## config.mk

```make
export PLATFORM = sky130hd
export DESIGN_NAME = multicycle_controller
export DESIGN_NICKNAME = d
export VERILOG_FILES = /design/src/rtl/multicycle_controller_pkg.sv /design/src/rtl/multicycle_controller_alu_decoder.sv /design/src/rtl/multicycle_controller.sv
export SDC_FILE = /design/constraint.sdc
export NUM_CORES = 1
export LEC_CHECK = 0
export ABC_AREA = 1
export BUFFER_PORTS_ARGS = -buffer_cell sky130_fd_sc_hd__clkbuf_2
export CAP_MARGIN = 20
export CORE_ASPECT_RATIO = 1.4
export CORE_UTILIZATION = 40
export DETAILED_ROUTE_END_ITERATION = 16
export PLACE_DENSITY_LB_ADDON = 0.15
export SETUP_SLACK_MARGIN = 0.4
export SLEW_MARGIN = 20
export SYNTH_ARGS = -nofsm -noshare
export SYNTH_HDL_FRONTEND = slang
export SYNTH_SLANG_ARGS = --single-unit
```

## constraint.sdc

```tcl
create_clock -name clk -period 4.6 [get_ports clk]
set_input_delay 0.92 -clock clk [delete_from_list [all_inputs] [get_ports clk]]
set_output_delay 0.92 -clock clk [all_outputs]
set_load 0.01 [all_outputs]
```

## src/rtl/multicycle_controller_pkg.sv

```systemverilog
// Shared encodings for the multi-cycle MIPS-subset control FSM:
// opcode/funct constants, ALU operation codes and state encoding.
package multicycle_controller_pkg;

  localparam logic [5:0] OP_R    = 6'b000000;
  localparam logic [5:0] OP_ADDI = 6'b001000;
  localparam logic [5:0] OP_SLTI = 6'b001010;
  localparam logic [5:0] OP_LW   = 6'b100011;
  localparam logic [5:0] OP_SW   = 6'b101011;
  localparam logic [5:0] OP_BEQ  = 6'b000100;
  localparam logic [5:0] OP_J    = 6'b000010;
  localparam logic [5:0] OP_JAL  = 6'b000011;

  localparam logic [5:0] FN_ADD = 6'b100000;
  localparam logic [5:0] FN_SUB = 6'b100010;
  localparam logic [5:0] FN_AND = 6'b100100;
  localparam logic [5:0] FN_OR  = 6'b100101;
  localparam logic [5:0] FN_SLT = 6'b101010;
  localparam logic [5:0] FN_JR  = 6'b001000;

  localparam logic [2:0] ALU_AND = 3'b000;
  localparam logic [2:0] ALU_OR  = 3'b001;
  localparam logic [2:0] ALU_ADD = 3'b010;
  localparam logic [2:0] ALU_SUB = 3'b110;
  localparam logic [2:0] ALU_SLT = 3'b111;

  typedef enum logic [3:0] {
    S_FETCH   = 4'd0,
    S_DECODE  = 4'd1,
    S_EXEC_R  = 4'd2,
    S_WB_R    = 4'd3,
    S_EXEC_I  = 4'd4,
    S_WB_I    = 4'd5,
    S_MEM_ADR = 4'd6,
    S_MEM_RD  = 4'd7,
    S_WB_MEM  = 4'd8,
    S_MEM_WR  = 4'd9,
    S_BRANCH  = 4'd10,
    S_JUMP    = 4'd11,
    S_JAL     = 4'd12,
    S_JR      = 4'd13
  } state_t;

  typedef enum logic [1:0] {
    ALU_CLS_ADD   = 2'd0,
    ALU_CLS_SUB   = 2'd1,
    ALU_CLS_FUNCT = 2'd2,
    ALU_CLS_SLT   = 2'd3
  } alu_cls_t;

  // R-type funct codes that execute through EXEC_R/WB_R (jr is handled separately)
  function automatic logic funct_is_alu(input logic [5:0] f);
    return (f == FN_ADD) || (f == FN_SUB) || (f == FN_AND) ||
           (f == FN_OR)  || (f == FN_SLT);
  endfunction

endpackage

```

## src/rtl/multicycle_controller_alu_decoder.sv

```systemverilog
// Combinational ALU operation select from the FSM's state class and the
// instruction funct field.
module multicycle_controller_alu_decoder
  import multicycle_controller_pkg::*;
(
  input  alu_cls_t   alu_cls,
  input  logic [5:0] funct,
  output logic [2:0] alu_opc
);

  always_comb begin
    alu_opc = ALU_ADD;
    case (alu_cls)
      ALU_CLS_ADD: alu_opc = ALU_ADD;
      ALU_CLS_SUB: alu_opc = ALU_SUB;
      ALU_CLS_SLT: alu_opc = ALU_SLT;
      ALU_CLS_FUNCT: begin
        case (funct)
          FN_ADD:  alu_opc = ALU_ADD;
          FN_SUB:  alu_opc = ALU_SUB;
          FN_AND:  alu_opc = ALU_AND;
          FN_OR:   alu_opc = ALU_OR;
          FN_SLT:  alu_opc = ALU_SLT;
          default: alu_opc = ALU_ADD;
        endcase
      end
      default: alu_opc = ALU_ADD;
    endcase
  end

endmodule

```

## src/rtl/multicycle_controller.sv

```systemverilog
// Multi-cycle control FSM for the word-addressed MIPS-subset datapath.
// state     | meaning
// FETCH     | read instr at PC, PC+1; wait mem_ready
// DECODE    | dispatch on opcode/funct; illegal exits here
// EXEC_R    | R-type ALU op       WB_R   | write rd
// EXEC_I    | imm ALU op          WB_I   | write rt
// MEM_ADR   | base + imm          MEM_RD | load wait   WB_MEM | write rt
// MEM_WR    | store wait          BRANCH | beq compare
// JUMP/JAL  | PC = imm26 (+ r31 link)    JR | PC = RegA
module multicycle_controller
  import multicycle_controller_pkg::*;
#(
  parameter int CNT_W = 16
) (
  input  logic             clk,
  input  logic             init,
  input  logic [5:0]       opcode,
  input  logic [5:0]       funct,
  input  logic             zero,
  input  logic             mem_ready,
  output logic             pc_write,
  output logic             ir_write,
  output logic             iord,
  output logic             mem_read,
  output logic             mem_write,
  output logic             reg_dst,
  output logic             r31,
  output logic             reg_write,
  output logic             alu_src,
  output logic             mem_to_reg,
  output logic             write_pc_4,
  output logic             branch,
  output logic             adr_r31,
  output logic             jump,
  output logic [2:0]       ALU_opc,
  output logic             illegal,
  output logic [CNT_W-1:0] retired
);

  state_t   state, next_state;
  alu_cls_t alu_cls;
  logic     retire;

  always_ff @(posedge clk or posedge init) begin
    if (init) state <= S_FETCH;
    else      state <= next_state;
  end

  always_comb begin
    next_state = state;
    pc_write   = 1'b0;
    ir_write   = 1'b0;
    iord       = 1'b0;
    mem_read   = 1'b0;
    mem_write  = 1'b0;
    reg_dst    = 1'b0;
    r31        = 1'b0;
    reg_write  = 1'b0;
    alu_src    = 1'b0;
    mem_to_reg = 1'b0;
    write_pc_4 = 1'b0;
    branch     = 1'b0;
    adr_r31    = 1'b0;
    jump       = 1'b0;
    illegal    = 1'b0;
    alu_cls    = ALU_CLS_ADD;
    case (state)
      S_FETCH: begin
        mem_read = 1'b1;
        if (mem_ready) begin
          ir_write   = 1'b1;
          pc_write   = 1'b1;
          next_state = S_DECODE;
        end
      end
      S_DECODE: begin
        case (opcode)
          OP_R: begin
            if (funct == FN_JR)          next_state = S_JR;
            else if (funct_is_alu(funct)) next_state = S_EXEC_R;
            else begin
              illegal    = 1'b1;
              next_state = S_FETCH;
            end
          end
          OP_ADDI, OP_SLTI: next_state = S_EXEC_I;
          OP_LW, OP_SW:     next_state = S_MEM_ADR;
          OP_BEQ:           next_state = S_BRANCH;
          OP_J:             next_state = S_JUMP;
          OP_JAL:           next_state = S_JAL;
          default: begin
            illegal    = 1'b1;
            next_state = S_FETCH;
          end
        endcase
      end
      S_EXEC_R: begin
        alu_cls    = ALU_CLS_FUNCT;
        next_state = S_WB_R;
      end
      S_WB_R: begin
        alu_cls    = ALU_CLS_FUNCT;
        reg_dst    = 1'b1;
        reg_write  = 1'b1;
        next_state = S_FETCH;
      end
      S_EXEC_I: begin
        alu_src    = 1'b1;
        alu_cls    = (opcode == OP_SLTI) ? ALU_CLS_SLT : ALU_CLS_ADD;
        next_state = S_WB_I;
      end
      S_WB_I: begin
        alu_src    = 1'b1;
        alu_cls    = (opcode == OP_SLTI) ? ALU_CLS_SLT : ALU_CLS_ADD;
        reg_write  = 1'b1;
        next_state = S_FETCH;
      end
      S_MEM_ADR: begin
        alu_src    = 1'b1;
        next_state = (opcode == OP_SW) ? S_MEM_WR : S_MEM_RD;
      end
      S_MEM_RD: begin
        iord     = 1'b1;
        mem_read = 1'b1;
        if (mem_ready) next_state = S_WB_MEM;
      end
      S_WB_MEM: begin
        mem_to_reg = 1'b1;
        reg_write  = 1'b1;
        next_state = S_FETCH;
      end
      S_MEM_WR: begin
        iord      = 1'b1;
        mem_write = 1'b1;
        if (mem_ready) next_state = S_FETCH;
      end
      S_BRANCH: begin
        alu_cls    = ALU_CLS_SUB;
        branch     = 1'b1;
        pc_write   = zero;
        next_state = S_FETCH;
      end
      S_JUMP: begin
        jump       = 1'b1;
        pc_write   = 1'b1;
        next_state = S_FETCH;
      end
      S_JAL: begin
        jump       = 1'b1;
        pc_write   = 1'b1;
        r31        = 1'b1;
        write_pc_4 = 1'b1;
        reg_write  = 1'b1;
        next_state = S_FETCH;
      end
      S_JR: begin
        adr_r31    = 1'b1;
        pc_write   = 1'b1;
        next_state = S_FETCH;
      end
      default: next_state = S_FETCH;
    endcase
  end

  multicycle_controller_alu_decoder u_alu_decoder (
    .alu_cls (alu_cls),
    .funct   (funct),
    .alu_opc (ALU_opc)
  );

  // An instruction retires on its last cycle; fetch stalls and illegal exits do not count.
  assign retire = (next_state == S_FETCH) && (state != S_FETCH) && !illegal;

  always_ff @(posedge clk or posedge init) begin
    if (init)        retired <= '0;
    else if (retire) retired <= retired + CNT_W'(1);
  end

endmodule

```

# ---- Word level (Yosys, flattened, before mapping)
# Index checks and enable logic that the tools add are counted.
dict set report word_totals {
  input_bits 16
  register_bits 20
  output_inout_bits 34
}
dict set report op_classes {
  n_reduce_logical 23
  eq_ne 29
  add_sub_neg 1
  mux 30
}
# operator n
set op_table {}
lappend op_table {{$eq A6 B6 Y1 const B} 7}
lappend op_table {{$pmux W4 S7} 1}
lappend op_table {{$eq A4 B4 Y1 const B} 6}
lappend op_table {{$pmux W3 S4} 2}
lappend op_table {{$pmux W4 S6} 1}
lappend op_table {{$mux W4} 5}
lappend op_table {{$eq A6 B4 Y1 const B} 3}
lappend op_table {{$add A16 B1 Y16 const B} 1}
lappend op_table {{$eq A4 B3 Y1 const B} 4}
lappend op_table {{$mux W1} 16}
lappend op_table {{$reduce_or A2 Y1} 7}
lappend op_table {{$eq A6 B2 Y1 const B} 2}
lappend op_table {{$eq A4 B2 Y1 const B} 2}
lappend op_table {{$logic_not A4 Y1} 2}
lappend op_table {{$reduce_or A7 Y1} 1}
lappend op_table {{$eq A6 B3 Y1 const B} 1}
lappend op_table {{$logic_not A6 Y1} 1}
lappend op_table {{$pmux W2 S3} 1}
lappend op_table {{$reduce_or A3 Y1} 2}
lappend op_table {{$eq A2 B2 Y1 const B} 2}
lappend op_table {{$eq A4 B1 Y1 const B} 1}
lappend op_table {{$logic_or A1 B1 Y1} 4}
lappend op_table {{$mux W2} 2}
lappend op_table {{$reduce_bool A4 Y1} 1}
lappend op_table {{7 further kinds} 8}

# ---- Longest topological paths before layout
# Gate-level depths: netlist (run 1).
dict set report depth {
  word_depth 12
  depth_mapped 12
  ltp_nobuf 11
}

# ---- Modules after synthesis
# Synthesis (run 1) repeated with hierarchy kept, for this count alone.
dict set report hier_totals {
  hier_cells 267
  hier_area_um2 1729.2
}
# module n_inst area_each_um2 seq_area_each_um2 cells_per_inst
set by_module_without_submodules {}
lappend by_module_without_submodules {multicycle_controller 1 1627.8 500.5 246}
lappend by_module_without_submodules {multicycle_controller_alu_decoder 1 101.3 0.0 21}

# ---- Least setup slack after synthesis (run 1)
# OpenSTA, ideal clock, no wires.
dict set report synth_timing {
  kind {input -> output}
  start {in opcode[4]}
  end {out ALU_opc[0]}
  setup_slack_ns 1.934
  cell_stages 5
  required_time_ns 3.680
  path_buffers 0
  t_arrival_ns 1.746
  path_cell_list {nor2_2 -> nand4_1 -> nor3_1 -> nor2_1 -> a31oi_1}
}
dict set report synth_between {
  elab_chain_len 5
  elab_cells_between_ends 8
  cone_classes {eq/ne: 4; mux: 3; reduce/logical: 1}
}
# item line
set synth_rtl {}
lappend synth_rtl {{from (decl)} multicycle_controller.sv:17} ;# input logic [5:0] opcode,
lappend synth_rtl {{$eq A6 B4 Y1 *} {multicycle_controller.sv:109, multicycle_controller.sv:114}}
lappend synth_rtl {{$mux W2 *} {multicycle_controller.sv:109, multicycle_controller.sv:114}}
lappend synth_rtl {{$pmux W2 S3 *} multicycle_controller.sv:67} ;# case (state)
lappend synth_rtl {{$eq A2 B2 Y1 (tied with other cells)} multicycle_controller_alu_decoder.sv:13} ;# case (alu_cls)
lappend synth_rtl {{$pmux W3 S4 *} multicycle_controller_alu_decoder.sv:13}
lappend synth_rtl {{to (decl)} multicycle_controller.sv:35} ;# output logic [2:0] ALU_opc,
# Every way passes the cells marked *; elsewhere a longest branch is shown, timed or not.

# ---- Worst setup path in the final report (run 1)
# Same ends and word-level chain as after synthesis.

==> metrics.md, run 1 <==
| Metric | Value |
|---|---|
| Die W | approximately 58 um |
| Fill cells | 468 |
| Tot Pwr | approximately 0.7 mW |
| Routed Wire Length | about 4400 um |
| Critical path required time | 3.68 ns |
| Cell count after synthesis | ~280 |
| CP Data Arrival Time | approximately 2.0 ns |
| Clock-pin slew on the worst setup and hold paths | about 0.070 ns |
| Seq/Total Area, Yosys | ~28% |
| Vias in the first global route | ~1800 |
| Max Clk Rate | roughly 340 MHz |
| Worst VDD drop | around 0.00023 V |
| Pin count of the biggest net entering global routing | 21 |
| Worst r2r src | state[0] |
| Dpl cells | between 300 and 400 |
| Ys async rst share | 100% |
| Cts hold-fix bufs | 0 |
| Slew Limit Fails | 0 |
| Die Ht | about 80 um |
| P&R area growth vs syn | 18.1% |
| Most numerous cell in the Yosys netlist | nand2_1 |
| Routed Antenna Nets | 0 |
| Syn_nets | 300 |
| DP Area | 0.00206 sq mm |
| Synth Register Bits | 20 |
| Critical path type | in -> out |
| WL/cell | about 11 um |
| Antenna Cells | 0 |
| Clock sinks | 20 |
| GRT Util Overall | 20.8% |
| Final Hold Vio Count | 0 |
| Leading post-synthesis cells by cell area | dfrtp_1 (28%), nand2_1 (18%), nand4_1 (8.8%) |
| Synth cell count leaders | nand2_1 (83), nor2_1 (40), inv_1 (33) |
| Area of the mapped netlist | between 0.0015 and 0.002 sq mm |
| Hold_sp | retired[7] |
| Starting Density | between 40% and 50% |
| TritonRoute pass-1 iters | 4 |
| Slew margin rel. | between 40% and 50% |
| Full die area | 0.00472 sq mm |
| Post-cts gate resize count | 0 |
| Syn_area_per_cell | 6.29 sq um |
| Leakage | between 1 and 1.5 nW |
| Fin area | about 0.0021 sq mm |
| Final period utilization | 64.2% |
| Setup TNS | 0 ns |
| Post-synth EDFFs | 0 |
| Post-DP HPWL | approximately 3500 um |
| Hold Path Class | reg -> reg |
| Worst-Skew Late Latency | 0.26 ns |
| Clock tree from TritonCTS | yes |
| Fin cells | between 300 and 400 |
| Pre-CTS setup slack | 1.65 ns |
| RSZ-0062 raised after global routing | no |
| Number of H-tree levels | 1 |
| Startpoint Class | input pin |
| Setup slack after layout | between 1.5 and 2 ns |
| Via count | roughly 1900 |
| Port Buf Inserts | between 40 and 50 |
| Initial antenna violation count | 0 |
| Core area | roughly 0.0042 sq mm |
| Iter 0 DRT Violations | 95 |
| Vias per cell | ~4.9 |
| Number of buffers created by CTS | 3 |
| Grt ovf | 0 |
| CP Max Fanout | 7 |
| Final #Nets | roughly 350 |
| Crit path capture type | output pin |
| Final setup vio count | 0 |
| Row cnt | 28 |
| Fin util | about 50% |
| First-pass GRT wire length | approximately 7600 um |
| Worst Skew | 0.00220 ns |
| Crit path from | opcode[4] |
| Top Ports | 50 |
| MaxCap Viol Count | 0 |
| Final hold slack | between 0.5 and 0.6 ns |
| Outcome | finished clean |
| Post-route DRC violation count | 0 |
| Min Clock Period, post-route | 2.95 ns |
| Root buffer cell | clkbuf_8 |
| GP Congestion | approximately 0.85 |
| Synth Warn # | 0 |
| Distinct cells, synth | 27 |
| Reg area | 500 sq um |
| Postcts setup bufs | 0 |
| Power Density | 328 mW/mm^2 |
| Area of the multi-input gates | 0.00108 sq mm |
| Synth area leader | dfrtp_1 |
| Layout cells sized above 1 | 22.4% |
| Post-synth top area share | 28.1% |
| CTS Buffer Depth | 2 |
| Measured slew at the worst slew-check pin | 0.774 ns |
| Dominant synthesized flop cell | dfrtp_1 |
-- layer usage --
layer | vias to the layer above | track usage [%] | wire [um]
met3 | 8 | 1.43 | 122
met4 | 0 | 7.14 | 82
met5 | - | 0 | 0
li1 | 1002 | - | -
met2 | 40 | 42.0 | 2420
met1 | 864 | 22.2 | 1790
-- cells in the final DEF, fill, tap and decap left out, types with 2 or more instances in the layout --
cell	netlist	layout
nor2_4	3	3
nand2_2	4	4
clkbuf_2	0	49
nor2_1	40	40
nor3_1	8	8
xnor2_1	5	5
o21ai_1	2	2
nand3_1	24	24
xor2_1	6	6
o21ai_0	5	5
dfrtp_1	20	20
clkbuf_8	0	3
nand2_1	83	83
nor2_2	3	3
inv_2	8	8
inv_1	33	33
nand4_1	25	25
-- power breakdown --
part	internal, mW	total (mW)	switching, mW
Sequential	0.202	0.247	0.0448
Combinational	0.105	0.327	0.221
Clock	0.0585	0.116	0.0575
-- cells by family after synthesis --
kind of cell / Yosys count / synth area share (%)
buf+inv: 47 / 11.0
xor+xnor: 11 / 5.41
simple gates: 192 / 50.3
flops: 20 / 28.1
compound gates: 12 / 4.43
fa+ha+maj: 1 / 0.703
-- final cells by class --
type / instances / share of cell area (%)
well taps: 60 / 3.57
clock buffers: 3 / 1.96
repair buffers: 49 / 11.7
multi-input cells: 216 / 51.5
inverters: 42 / 7.50
flip-flops and latches: 20 / 23.8
-- worst max-delay path, cell delays in order --
cell,delay [ns]
clkbuf_2,0.09
nor2_2,0.23
nand4_1,0.14
nor3_1,0.26
nor2_1,0.09
a31oi_1,0.14
clkbuf_2,0.15
-- final timing paths --
check | slack, ns | depth (start not counted) | endpoint
max in group asynchronous | 3.34 | 2 | state[3]
max reg2reg | 2.48 | 10 | retired[15]
min reg2reg | 0.51 | 2 | retired[7]
max | 1.65 | 7 | ALU_opc[0]
min | 0.51 | 2 | retired[7]
min in group asynchronous | 0.77 | 2 | retired[1]
-- state kept, by name (all words and copies together) (netlist names) --
| signal | cells |
|---|---|
| retired | 16 |
| state | 4 |
Power figures use the tool's default switching activity.
==> run 2, diff against run 1 <==
- ABC_AREA: 1 -> 0
- clock period: 4.6 -> 2.4 ns (I/O delays scaled with it)
==> metrics.md, run 2 <==
| Metric | Value |
|---|---|
| Setup TNS | 0 ns |
| MaxCap Viol Count | 0 |
| Number of H-tree levels | 1 |
| Switching pwr | ~0.31 mW |
| Worst Skew | ~0.0033 ns |
| CTS Buffer Depth | 2 |
| Worst-Skew Late Latency | between 0.2 and 0.3 ns |
| R2R Path End | retired[1] |
| Reg2Reg Depth | 6 |
| Seq/Total Area, Yosys | between 30% and 40% |
| Measured slew at the worst slew-check pin | 0.749 ns |
| Ys async rst share | between 90% and 100% |
| RSZ-0062 raised after global routing | yes |
| Hold Path Class | in -> async |
| Grt ovf | 0 |
| Post-Synth Adder-Cell Area | 0.759% |
| Post-synthesis compound-gate area fraction | between 10% and 20% |
| Fill cells | 379 |
| Critical path required time | around 1.9 ns |
| Post-synth EDFFs | 0 |
| Die Ht | 78.0 um |
| Switching share of power | 33.0% |
| Startpoint Class | input pin |
| Area of the mapped netlist | 0.00165 sq mm |
| Core area | between 0.003 and 0.004 sq mm |
| Reg2Reg Setup Slack | 0.24 ns |
| Pin count of the biggest net entering global routing | 23 |
| Simple-Gate Fraction of Synth Area | 35.8% |
| Row cnt | 27 |
| Largest register by flop count | retired |
| Final #Nets | 297 |
| Top Ports | 50 |
| Post-synthesis mux area share | less than 1% |
| Dominant synthesized flop cell | dfrtp_1 |
| Post-route DRC violation count | 0 |
| Slew Limit Fails | 0 |
| Cell count after synthesis | about 210 |
| Biggest regs | retired (16), state (4) |
| P&R area growth vs syn | 40.4% |
| Vias in the first global route | approximately 1800 |
| Synth Warn # | 0 |
| CP Data Arrival Time | about 1.7 ns |
| Final period utilization | around 91% |
| TritonRoute pass-1 iters | 4 |
| Routed Wire Length | 4540 um |
| Min Clock Period, post-route | ~2.2 ns |
| Syn_area_per_cell | between 7 and 8 sq um |
| Max Clk Rate | around 460 MHz |
| First-pass GRT wire length | 7600 um |
| Clock power share | about 27% |
| Tot Pwr | roughly 0.95 mW |
| Post-DP HPWL | around 3300 um |
| Setup slack after layout | slightly above 0.2 ns |
| Crit path capture type | output pin |
| Pre-CTS setup slack | -0.0112 ns |
| Cell Int Power | 0.639 mW |
| Synth cell count leaders | dfrtp_1 (20), nor2_1 (17), nand4_1 (16), xnor2_1 (16), nand2_1 (14) |
| Clock-pin slew on the worst setup and hold paths | 0.07 ns |
| Leading post-synthesis cells by cell area | dfrtp_1 (30%), xnor2_1 (8.5%), nand4_1 (6.1%) |
| Iter 0 DRT Violations | 85 |
| Synth Register Bits | 20 |
| Synth area leader | dfrtp_1 |
| Port Buf Inserts | slightly below 50 |
| Final Hold Vio Count | 0 |
| Post-synth top area share | just over 30% |
| Clock tree from TritonCTS | yes |
| GRT Util Overall | 21.0% |
| Commonest non-fill, non-tap cell in the layout | clkbuf_2 |
| Distinct cells, synth | slightly below 50 |
| Clock sinks | 20 |
| Worst r2r src | state[1] |
| CP Max Fanout | 3 |
| GP Congestion | 0.860 |
| Number of buffers created by CTS | 3 |
| Syn_nets | 225 |
| Starting Density | between 40% and 50% |
| Full die area | 0.00439 sq mm |
| Layout cells sized above 1 | about 40% |
| XOR/XNOR share of the synthesized area | around 8.5% |
| Worst VDD drop | between 0.0004 and 0.0005 V |
| Outcome | finished clean |
| Root buffer cell | clkbuf_8 |
| Vias per cell | roughly 5.7 |
| Leakage | about 1.0 nW |
| Die W | ~56 um |
| Comb pwr share | a little under a third |
| Initial antenna violation count | 0 |
| Antenna Cells | 0 |
| Max reg flops | 16 |
| Power Density | ~400 mW/mm^2 |
| Most numerous cell in the Yosys netlist | dfrtp_1 |
| Slew margin rel. | 50.0% |
| Combinational family with the most area after synthesis | simple AND/OR/NAND/NOR gates |
| Final setup vio count | 0 |
| Routed Antenna Nets | 0 |
| WL/cell | between 10 and 15 um |
| Critical path type | in -> out |
| Reg power frac | 42.6% |
| Via count | ~1800 |
| Most frequent cells in the layout | clkbuf_2 (44), buf_4 (23), dfrtp_1 (17), nand4_1 (16), xnor2_1 (16) |
run 2: cell types whose count changed after synthesis, sizes merged, moves of 10 or more:
cell and delta:
nand3 -15, inv -32, nand2 -73, nand4 -10, nor2 -29, nand2b +11, xnor2 +11
run 2: layout make-up:
cell class                 count  area (sq um)  area share, %
multi-input combinational    166          1140           49.1
timing repair buffer          80           531           22.9
sequential                    20           504           21.8
clock buffer                   4          55.1           2.38
tap                           43          53.8           2.32
inverter                       9          36.3           1.57
run 2: kinds of logic after synthesis:
family	count (synthesis)
AO/OA/AOI/OAI	40
multiplexers	1
AND/OR/NAND/NOR	108
buffers and inverters	22
adder cells (fa/ha/maj)	1
XOR/XNOR	16
flip-flops	20
run 2: worst max-delay path, cell delays in order:
cell and delay [ns]:
clkbuf_2 0.09, or4_4 0.56, a211oi_4 0.21, a2111oi_2 0.12, nor2_1 0.11, clkbuf_2 0.15
run 2: metal layers:
metal  wire length (um)  part of all wire, %  vias to the layer above  GRT usage (%)
met5                  0                    0                        -              0
met4                108                  2.4                        0           7.32
met3                213                  4.7                       10           1.67
met2               2320                   51                       60           37.9
met1               1900                   42                      859           26.0
li1                   -                    -                      911              -
run 2: repair_timing:
| item | CTS | global route |
|---|---|---|
| gates cloned | 0 | 2 |
| gates resized for setup | 13 | 23 |
| hold buffers | 0 | 0 |
| setup buffers | 0 | 2 |
| pin swaps | 5 | 4 |
| endpoints found under the setup margin | 21 | 23 |
run 2: how the worst max path moves through the flow:
stage	from	end
2_1_floorplan	opcode[1]	retired[1]
3_3_place_gp	opcode[0]	retired[1]
3_5_place_dp	opcode[1]	retired[1]
4_1_cts	opcode[1]	illegal
5_1_grt	funct[0]	illegal
6_report	opcode[1]	illegal
run 2: power groups by stage:
stage / Sequential (mW) / Combinational (mW) / Clock, mW
final: 0.406 / 0.290 / 0.258
after global routing: 0.411 / 0.320 / 0.270
after CTS: 0.406 / 0.280 / 0.259
after detailed placement: 0.413 / 0.274 / 0
after global placement: 0.413 / 0.271 / 0
after floorplan: 0.419 / 0.144 / 0
run 2: metrics by stage:
| step | instances | cell area [sq um] | utilization (%) | hold WS (ns) |
|---|---|---|---|---|
| after floorplan | 208 | 1690 | - | 0.444 |
| after global placement | 314 | 2110 | 53.5 | 0.462 |
| after detailed placement | 314 | 2110 | 53.5 | 0.462 |
| after CTS | 318 | 2220 | 56.3 | 0.365 |
| after global routing | 322 | 2320 | 58.6 | 0.427 |
| final | 322 | 2320 | 58.6 | 0.318 |
